File: src/rtl/hilo_unit_pkg.sv
// rtl/hilo_unit_pkg.sv - shared constants and state encoding for the HI/LO unit
package hilo_unit_pkg;

  localparam int HILO_WIDTH = 32;
  localparam int DIV_STEPS  = HILO_WIDTH;

  // Quotient reported for a zero divisor: all ones, no exception raised
  localparam logic [HILO_WIDTH-1:0] DIV_ZERO_QUO = {HILO_WIDTH{1'b1}};

  typedef enum logic [1:0] {
    IDLE = 2'd0,
    DIV  = 2'd1,
    FIX  = 2'd2
  } hilo_state_e;

endpackage

File: src/rtl/hilo_unit_seq_divider.sv
// rtl/hilo_unit_seq_divider.sv - iterative restoring divider datapath with sign fix-up
module hilo_unit_seq_divider
  import hilo_unit_pkg::*;
#(
  parameter int WIDTH = HILO_WIDTH
) (
  input  logic             clk_i,
  input  logic             rst_i,
  input  logic             start_i,
  input  logic             step_i,
  input  logic             signed_i,
  input  logic [WIDTH-1:0] a_i,
  input  logic [WIDTH-1:0] b_i,
  output logic             last_o,
  output logic [WIDTH-1:0] quo_o,
  output logic [WIDTH-1:0] rem_o
);

  localparam int CW = $clog2(WIDTH) + 1;

  logic             q_neg_q;
  logic             r_neg_q;
  logic             zero_q;
  logic [WIDTH-1:0] a_orig_q;
  logic [WIDTH-1:0] b_abs_q;
  logic [WIDTH-1:0] rem_q;
  logic [WIDTH-1:0] quo_q;
  logic [CW-1:0]    cnt_q;

  logic             a_neg;
  logic             b_neg;
  logic [WIDTH:0]   shift_w;
  logic             ge;
  logic [WIDTH-1:0] rem_d;
  logic [WIDTH-1:0] quo_d;

  assign a_neg = signed_i & a_i[WIDTH-1];
  assign b_neg = signed_i & b_i[WIDTH-1];

  // One restoring step: shift {rem,quo} left, subtract divisor when it fits.
  // The shifted remainder is one bit wider so the compare never overflows.
  always_comb begin
    shift_w = {rem_q, quo_q[WIDTH-1]};
    ge      = (shift_w >= {1'b0, b_abs_q});
    rem_d   = ge ? WIDTH'(shift_w - {1'b0, b_abs_q}) : shift_w[WIDTH-1:0];
    quo_d   = {quo_q[WIDTH-2:0], ge};
  end

  // Operand capture on start, then one step per cycle while stepping
  always_ff @(posedge clk_i or posedge rst_i) begin
    if (rst_i) begin
      q_neg_q  <= 1'b0;
      r_neg_q  <= 1'b0;
      zero_q   <= 1'b0;
      a_orig_q <= '0;
      b_abs_q  <= '0;
      rem_q    <= '0;
      quo_q    <= '0;
      cnt_q    <= '0;
    end else if (start_i) begin
      q_neg_q  <= a_neg ^ b_neg;
      r_neg_q  <= a_neg;
      zero_q   <= (b_i == '0);
      a_orig_q <= a_i;
      b_abs_q  <= b_neg ? -b_i : b_i;
      quo_q    <= a_neg ? -a_i : a_i;
      rem_q    <= '0;
      cnt_q    <= '0;
    end else if (step_i) begin
      rem_q <= rem_d;
      quo_q <= quo_d;
      cnt_q <= cnt_q + 1'b1;
    end
  end

  assign last_o = step_i && (cnt_q == CW'(DIV_STEPS - 1));
  assign quo_o  = zero_q ? DIV_ZERO_QUO : (q_neg_q ? -quo_q : quo_q);
  assign rem_o  = zero_q ? a_orig_q     : (r_neg_q ? -rem_q : rem_q);

endmodule

File: src/rtl/hilo_unit.sv
// rtl/hilo_unit.sv - HI/LO register pair with write priority and sequential divide
module hilo_unit
  import hilo_unit_pkg::*;
#(
  parameter int WIDTH = HILO_WIDTH
) (
  input  logic             Clk,
  input  logic             Rst,
  input  logic [WIDTH-1:0] ALUResult,
  input  logic [WIDTH-1:0] ALUResultHI,
  input  logic             HiLoWrite,
  input  logic             mthi,
  input  logic             mtlo,
  input  logic             DivStart,
  input  logic             DivSigned,
  input  logic [WIDTH-1:0] DivA,
  input  logic [WIDTH-1:0] DivB,
  output logic [WIDTH-1:0] HI,
  output logic [WIDTH-1:0] LO,
  output logic             Busy,
  output logic             DivDone
);

  hilo_state_e      state_q;
  logic [WIDTH-1:0] hi_q;
  logic [WIDTH-1:0] lo_q;
  logic             done_q;

  logic             div_start;
  logic             div_step;
  logic             div_last;
  logic [WIDTH-1:0] div_quo;
  logic [WIDTH-1:0] div_rem;

  assign div_start = (state_q == IDLE) && DivStart;
  assign div_step  = (state_q == DIV);

  hilo_unit_seq_divider #(.WIDTH(WIDTH)) u_div (
    .clk_i    (Clk),
    .rst_i    (Rst),
    .start_i  (div_start),
    .step_i   (div_step),
    .signed_i (DivSigned),
    .a_i      (DivA),
    .b_i      (DivB),
    .last_o   (div_last),
    .quo_o    (div_quo),
    .rem_o    (div_rem)
  );

  // Control FSM: prioritised register writes in IDLE, divide sequencing otherwise
  always_ff @(posedge Clk or posedge Rst) begin
    if (Rst) begin
      state_q <= IDLE;
      hi_q    <= '0;
      lo_q    <= '0;
      done_q  <= 1'b0;
    end else begin
      done_q <= 1'b0;
      case (state_q)
        IDLE: begin
          if (DivStart) begin
            state_q <= DIV;
          end else if (HiLoWrite) begin
            hi_q <= ALUResultHI;
            lo_q <= ALUResult;
          end else if (mthi) begin
            hi_q <= ALUResultHI;
          end else if (mtlo) begin
            lo_q <= ALUResult;
          end
        end
        DIV: begin
          if (div_last) state_q <= FIX;
        end
        FIX: begin
          hi_q    <= div_rem;
          lo_q    <= div_quo;
          done_q  <= 1'b1;
          state_q <= IDLE;
        end
        default: state_q <= IDLE;
      endcase
    end
  end

  assign HI      = hi_q;
  assign LO      = lo_q;
  assign Busy    = (state_q != IDLE);
  assign DivDone = done_q;

endmodule

File: config.mk
export PLATFORM = sky130hd
export DESIGN_NAME = hilo_unit
export DESIGN_NICKNAME = d
export VERILOG_FILES = /design/src/rtl/hilo_unit_pkg.sv /design/src/rtl/hilo_unit_seq_divider.sv /design/src/rtl/hilo_unit.sv
export SDC_FILE = /design/constraint.sdc
export NUM_CORES = 1
export LEC_CHECK = 0
export BUFFER_PORTS_ARGS = -buffer_cell sky130_fd_sc_hd__buf_4
export CORE_ASPECT_RATIO = 0.8
export CORE_MARGIN = 2
export CORE_UTILIZATION = 45
export CTS_CLUSTER_SIZE = 30
export DETAILED_ROUTE_END_ITERATION = 10
export PLACE_DENSITY = 0.72
export SKIP_LAST_GASP = 1
export SYNTH_ARGS = -nofsm -noshare
export SYNTH_HDL_FRONTEND = slang
export SYNTH_SLANG_ARGS = --single-unit
export TNS_END_PERCENT = 30
File: constraint.sdc
create_clock -name Clk -period 7.9 [get_ports Clk]
set_input_delay 0.395 -clock Clk [delete_from_list [all_inputs] [get_ports Clk]]
set_output_delay 0.395 -clock Clk [all_outputs]
set_load 0.02 [all_outputs]
==> flow_metrics.tcl, run 1 <==
set metrics [dict create \
    max_slew.worst_pin.slew_ns 1.00 \
    leakage_nw 7.08 \
    cp-start-kind "flop" \
    post_cts_buffers 0 \
    start_util_pct 45.8 \
    vias_per_cell 5.85 \
    ys_seq_elements 204 \
    die_width_um 198 \
    use_met3_pct 5.31 \
    rr_worst_depth 10 \
    yosys_warnings 0 \
    reg2reg_to "u_div.rem_q[0]" \
    cts.sinks 204 \
    wl_per_cell_um 18.9 \
    skew_ns 0.00992 \
    routabilityCongestion 0.921 \
    port_buffers 200 \
    min_period_ns 3.51 \
    placed_area_um2 15200 \
    grt_max_degree 130 \
    ios 201 \
    nNetsFinal 2003 \
    vdd_ir_drop_max_v 0.000179 \
    drc 0 \
    finalMaxSlewViolations 0 \
    ant_nets 0 \
    dpl.hpwl_mm 31.2 \
    synth_nets 1861 \
    power_frac_comb_pct 52.3 \
    cts_hold_buf 0 \
    cts_buffers 24 \
    maxCapViolations 0 \
    synth_edf_count 0 \
    swShare_pct 45.2 \
    clk_latency_ns 0.53 \
    hp-class "in -> reg" \
    wl_mm 42.1 \
    fmax_ghz 0.285 \
    dp_cells 2181 \
    grt_busiest_layer "met2" \
    synth_area_um2 13500 \
    syn_avg_cell_area_um2 7.99 \
    cts.repair.resized 0 \
    synthArstFlopShare_pct 100 \
    cp.required_ns 8.33 \
    drt_pass1_iterations 5 \
    setup_viol 0 \
    fin_util_pct 54.3 \
    min_to "u_div.quo_q[12]" \
    synth_cell_types 73 \
    clkSlewWorstSetupHoldPaths_ns 0.06 \
    path_class "reg -> reg" \
    grt_use_met1_pct 38.2 \
    synth_cells 1688 \
    hold_depth 2 \
    fin_hold_ws_ns 0.0738 \
    status "complete, no violations" \
    p_seq_share_pct 30.0 \
    rows 56 \
    grt_pass1_vias 12200 \
    drtIter0Drc 1214 \
    grt_pass1_wl_mm 66.5 \
    seq_area_frac_synth_pct 37.9 \
    use_met2_pct 39.6 \
    regToRegStartpoint "u_div.rem_q[10]" \
    die_h_um 159 \
    rsz0062_at_grt "no" \
    hold_start "DivA[12]" \
    power.share.clock_pct 17.7 \
    finalSetupTns_ns 0 \
    core_um2 29400 \
    instances_no_fill 2226 \
    endpoint_kind "flop" \
    p_per_area_nw_per_um2 400 \
    ys.flop_type "dfrtp_1" \
    hold_viol 0 \
    vias 13000 \
    antenna_found_initial 2 \
    grtUsageTotal_pct 26.3 \
    synthToLayoutAreaGrowth_pct 18.5 \
    internal-power_w 0.00350 \
    final_area_um2 16000 \
    die-area_um2 31400 \
    crit_arrival_ns 3.93 \
    finalCritPeriodShare_pct 44.4 \
    startpoint "u_div.rem_q[10]" \
    max_slew_margin_pct 33.3 \
    switchingPower_w 0.00289 \
    cts_tree "built" \
    ff2ff_setup_slack_ns 4.39 \
    clock_path_buffers 3 \
    overflow 0 \
    critical_path.max_fanout 39 \
    cts_max_level 1 \
    layout-drive-gt1-share_pct 15.2 \
    cts-root-buf "clkbuf_16" \
]
-- layout by cell type, fill, tap and decap left out, types with 4 or more instances in the layout --
cell type and instances:
nand2_1 346, buf_4 212, dfrtp_1 203, o21ai_0 186
nor2_1 126, a21oi_1 89, xnor2_1 77, inv_1 56
xor2_1 56, nor3_1 42, ha_1 37, a31oi_1 35
o22ai_1 33, o31ai_1 32, mux2i_1 31, clkbuf_16 25
nand3_1 22, nor4_1 17, or4_1 16, o41ai_1 16
or3_1 13, and3_1 13, a211oi_1 10, and2_1 9
nand4_1 9, o211ai_1 8, nand2b_1 7, or2_2 7
o21a_1 7, o31a_1 6, a21o_1 6, clkbuf_1 6
clkinv_2 6, o2bb2a_1 5, nand3b_1 4, nor3b_1 4
nor2b_1 4
-- power by group through the flow --
stage	clock [W]	combinational (W)	sequential, W
6_report	0.00113	0.00335	0.00192
5_1_grt	0.00119	0.00371	0.00198
4_1_cts	0.00114	0.00332	0.00191
3_5_place_dp	0	0.00330	0.00192
3_3_place_gp	0	0.00325	0.00190
2_1_floorplan	0	0.00231	0.00188
-- cell families after synthesis --
kind of cell             Yosys count  share of synthesized area (%)
adder cells (fa/ha/maj)           38                           3.58
XOR/XNOR                         133                           8.64
flip-flops                       204                           37.9
buffers and inverters            154                           4.60
multiplexers                      32                           2.38
AO/OA/AOI/OAI                    468                           21.1
AND/OR/NAND/NOR                  659                           21.8
-- stage by stage --
step / setup WS (ns) / total power, W
2_1_floorplan: 1.94 / 0.00419
3_3_place_gp: 4.42 / 0.00515
3_5_place_dp: 4.46 / 0.00523
4_1_cts: 4.44 / 0.00637
5_1_grt: 4.16 / 0.00688
6_report: 4.39 / 0.00640
-- layout make-up --
cell class	count	area (um2)
fill	2799	13500
multi-input combinational	1330	7780
sequential	204	5110
timing repair buffer	212	1590
clock buffer	34	689
tap	377	472
inverter	58	225
clock inverter	10	105
antenna	1	2.50
-- how the worst max path moves through the flow --
stage / cells past startpoint / end
floorplan: 1 / DivDone
global placement: 8 / LO[31]
detailed placement: 10 / u_div.rem_q[0]
CTS: 10 / u_div.rem_q[0]
global route: 8 / LO[31]
finish: 10 / u_div.rem_q[0]
-- state kept, by name, indices dropped and copies added (netlist names) --
| name | cells |
|---|---|
| HI | 32 |
| u_div.cnt_q | 6 |
| u_div.zero_q | 1 |
| LO | 32 |
| u_div.b_abs_q | 32 |
| u_div.r_neg_q | 1 |
| u_div.a_orig_q | 32 |
| u_div.quo_q | 32 |
| u_div.rem_q | 32 |
| DivDone | 1 |
| u_div.q_neg_q | 1 |
| state_q | 2 |
-- cells in the mapped netlist, types with 9 or more instances --
master    instances  share of area (%)
o21ai_0         186                6.9
xnor2_1          77                5.0
and3_1           13               0.60
nor3_1           42                1.6
o31ai_1          32                1.8
ha_1             37                3.4
nand4_1           9               0.42
nor4_1           17               0.79
dfrtp_1         204                 38
nand2_1         347                9.7
a31oi_1          35                1.6
a21oi_1          89                3.3
nor2_1          126                3.5
nand3_1          22               0.82
o22ai_1          33                1.5
mux2i_1          31                2.3
inv_1            58                1.6
a211oi_1         10               0.56
or4_1            16               0.89
and2_1            9               0.42
o41ai_1          16                1.0
clkbuf_1         84                2.3
xor2_1           56                3.6
or3_1            13               0.60
-- critical path, stage by stage (launching register included) --
cell and delay (ns):
dfrtp_1 0.47, ha_1 0.43, o21ai_0 0.32, nor2_1 0.08, or4_1 0.50, o21ai_0 0.47, nand3_1 0.14, a21o_1 0.18
buf_4 0.30, mux2_2 0.35, o22ai_1 0.15
-- per-layer routing --
layer	vias to the layer above	wire length, um
met3	70	3460
met5	-	13
met1	6236	19100
met4	2	1140
li1	6235	-
met2	478	18400
Note: power is estimated with default switching activity, not from simulation.
==> run 2, diff against run 1 <==
ABC_AREA = 1   (was default)
PLACE_DENSITY = 0.74   (was 0.72)
clock period = 2.9 ns   (was 7.9 ns; I/O delays follow)
==> flow_metrics.tcl, run 2 <==
set metrics [dict create \
    status "complete, no violations" \
    slowest_delay_ns 0.49 \
    dpl.hpwl_mm 42.7 \
    die-area_um2 34600 \
    synth_cell_types 44 \
    drtIter0Drc 2166 \
    power.share.clock_pct 14.7 \
    slowest_stage "dfrtp_1" \
    synth_nets 2485 \
    hp-class "in -> reg" \
    grt_pass1_vias 15900 \
    finalMaxSlewViolations 0 \
    synth_edf_count 0 \
    crit_chain "ha_1, nand2_1, nor2_1, nand2_1, nor2_2, nand2_1, nand3_2, nor2_8, nand2_4, nand2_2, nand2_1, nand2_1, nand2_1" \
    die_width_um 208 \
    cts_max_level 1 \
    layout-drive-gt1-share_pct 12.2 \
    rr_worst_depth 13 \
    wl_per_cell_um 18.6 \
    clk_latency_ns 0.54 \
    clock_path_buffers 3 \
    hold_viol 0 \
    seq_area_frac_synth_pct 34.2 \
    fmax_ghz 0.366 \
    vias_per_cell 5.53 \
    leakage_nw 9.51 \
    port_buffers 200 \
    setup_viol 0 \
    hold_start "DivB[2]" \
    ios 201 \
    finalCritPeriodShare_pct 94.1 \
    endpoint_kind "flop" \
    ys_seq_elements 204 \
    internal-power_w 0.0110 \
    cp_num_buf_inv 0 \
    crit_path_frequent_cell "nand2_1" \
    synthToLayoutAreaGrowth_pct 27.4 \
    p_per_area_nw_per_um2 1180 \
    p_seq_share_pct 24.9 \
    skew_ns 0.0227 \
    fillers 3039 \
    netlist_top_cells_area "dfrtp_1 (34%), nand2_1 (18%), nand3_1 (8.2%)" \
    final_common_cell "nand2_1" \
    grtUsageTotal_pct 32.1 \
    rsz0062_at_grt "yes" \
    overflow 0 \
    drc 0 \
    max_slew.worst_pin.slew_ns 0.787 \
    ant_nets 0 \
    critical_path.max_fanout 14 \
    cts_buffers 25 \
    vdd_ir_drop_max_v 0.000562 \
    die_h_um 167 \
    synth_area_um2 14900 \
    antenna_found_initial 3 \
    regToRegStartpoint "u_div.rem_q[16]" \
    cts.sinks 204 \
    post_cts_buffers 0 \
    clkSlewWorstSetupHoldPaths_ns 0.07 \
    synth.most_common_cell "nand2_1" \
    nNetsFinal 2787 \
    seq_area_um2 5100 \
    switchingPower_w 0.0114 \
    swShare_pct 51.0 \
    start_util_pct 45.8 \
    core_um2 32600 \
    min_period_ns 2.73 \
    critical_path.top_delay_family "simple AND/OR/NAND/NOR gates" \
    layout_common_cells "nand2_1 (697), inv_1 (289), nand3_1 (245)" \
    cp.required_ns 3.32 \
    hold_depth 4 \
    crit_arrival_ns 3.15 \
    syn_avg_cell_area_um2 6.45 \
    routabilityCongestion 1.02 \
    ff2ff_setup_slack_ns 0.17 \
    drt_pass1_iterations 8 \
    vias 16900 \
    synth.top_cell.area_share_pct 34.2 \
    grt_pass1_wl_mm 88.4 \
    cp-start-kind "flop" \
    min_to "u_div.b_abs_q[2]" \
    wl_mm 56.9 \
    cts_tree "built" \
    grt_max_degree 104 \
    synthArstFlopShare_pct 100 \
    power_frac_comb_pct 60.4 \
    cts-root-buf "clkbuf_16" \
    synth_cells 2312 \
    ys.flop_type "dfrtp_1" \
    yosys_warnings 0 \
    multi_input_area_um2 8330 \
    ys_top_cells_by_count "nand2_1 (698), inv_1 (290), nand3_1 (245), nor2_1 (215), dfrtp_1 (204)" \
    power_w 0.0224 \
    path_class "reg -> reg" \
    maxCapViolations 0 \
    max_slew_margin_pct 47.4 \
    reg2reg_to "u_div.rem_q[30]" \
    rows 59 \
    fin_hold_ws_ns 0.0143 \
    yosysTopAreaCell "dfrtp_1" \
]
run 2: cell count changes after synthesis, moves of 48 or more:
| cell | before | now |
|---|---|---|
| a21oi_1 | 89 | 137 |
| xnor2_1 | 77 | 15 |
| nand3_1 | 22 | 245 |
| inv_1 | 58 | 290 |
| nor2_1 | 126 | 215 |
| nand2_1 | 347 | 698 |
run 2: repair_timing:
item,CTS,global route
hold endpoints to repair,170,0
hold buffers,123,0
setup endpoints to repair,0,25
resized for setup,0,4
run 2: power by group through the flow:
stage,clock network (W),registers (W),logic (W)
after floorplan,0,0.00560,0.00871
after global placement,0,0.00550,0.0129
after detailed placement,0,0.00554,0.0130
after CTS,0.00331,0.00551,0.0132
after global routing,0.00345,0.00570,0.0151
final,0.00328,0.00558,0.0135
run 2: cell families after synthesis:
| group | Yosys count | share of synthesized area (%) |
|---|---|---|
| simple gates | 1253 | 35.5 |
| xor+xnor | 42 | 2.47 |
| flops | 204 | 34.2 |
| compound gates | 388 | 14.3 |
| buf+inv | 387 | 10.2 |
| fa+ha+maj | 38 | 3.24 |
run 2: final cells by class:
class / instances / share of cell area (%)
Timing Repair Buffer: 360 / 16.0
Sequential cell: 204 / 26.9
Multi-Input combinational cell: 1722 / 43.9
Inverter: 301 / 5.97
Antenna cell: 2 / 0.0263
Clock inverter: 9 / 0.665
Tap cell: 427 / 2.81
Clock buffer: 34 / 3.73
run 2: layer usage:
metal	global-route usage, %	up-vias	share of wire, %
met5	0	-	0.12
met1	48.2	7913	46
met2	46.4	810	41
met4	7.02	2	2.0
met3	7.90	95	10
li1	-	8097	-
run 2: worst register-to-register path, delay by kind of cell, from the launching register on:
kind,cells,cell delay (ns)
fa+ha+maj,1,0.42
flops,1,0.49
simple gates,12,1.71
run 2: through the flow:
stage / area, um2 / setup slack (ns) / utilization, % / setup TNS, ns / cells
finish: 19000 / 0.171 / 58.3 / 0 / 3059
CTS: 19000 / 0.126 / 58.2 / 0 / 3056
floorplan: 14900 / 0.111 / - / 0 / 2312
global placement: 16900 / 0.0923 / 51.9 / 0 / 2890
detailed placement: 16900 / 0.154 / 51.9 / 0 / 2890
global route: 19000 / -0.00173 / 58.3 / -0.00173 / 3057
run 2: how the worst max path moves through the flow:
stage / startpoint / endpoint / depth (start not counted)
after floorplan: Rst / DivDone / 1
after global placement: u_div.rem_q[24] / u_div.rem_q[14] / 13
after detailed placement: u_div.rem_q[24] / u_div.rem_q[11] / 13
after CTS: u_div.rem_q[24] / u_div.rem_q[2] / 13
after global routing: u_div.rem_q[23] / u_div.rem_q[30] / 15
final: u_div.rem_q[16] / u_div.rem_q[30] / 13
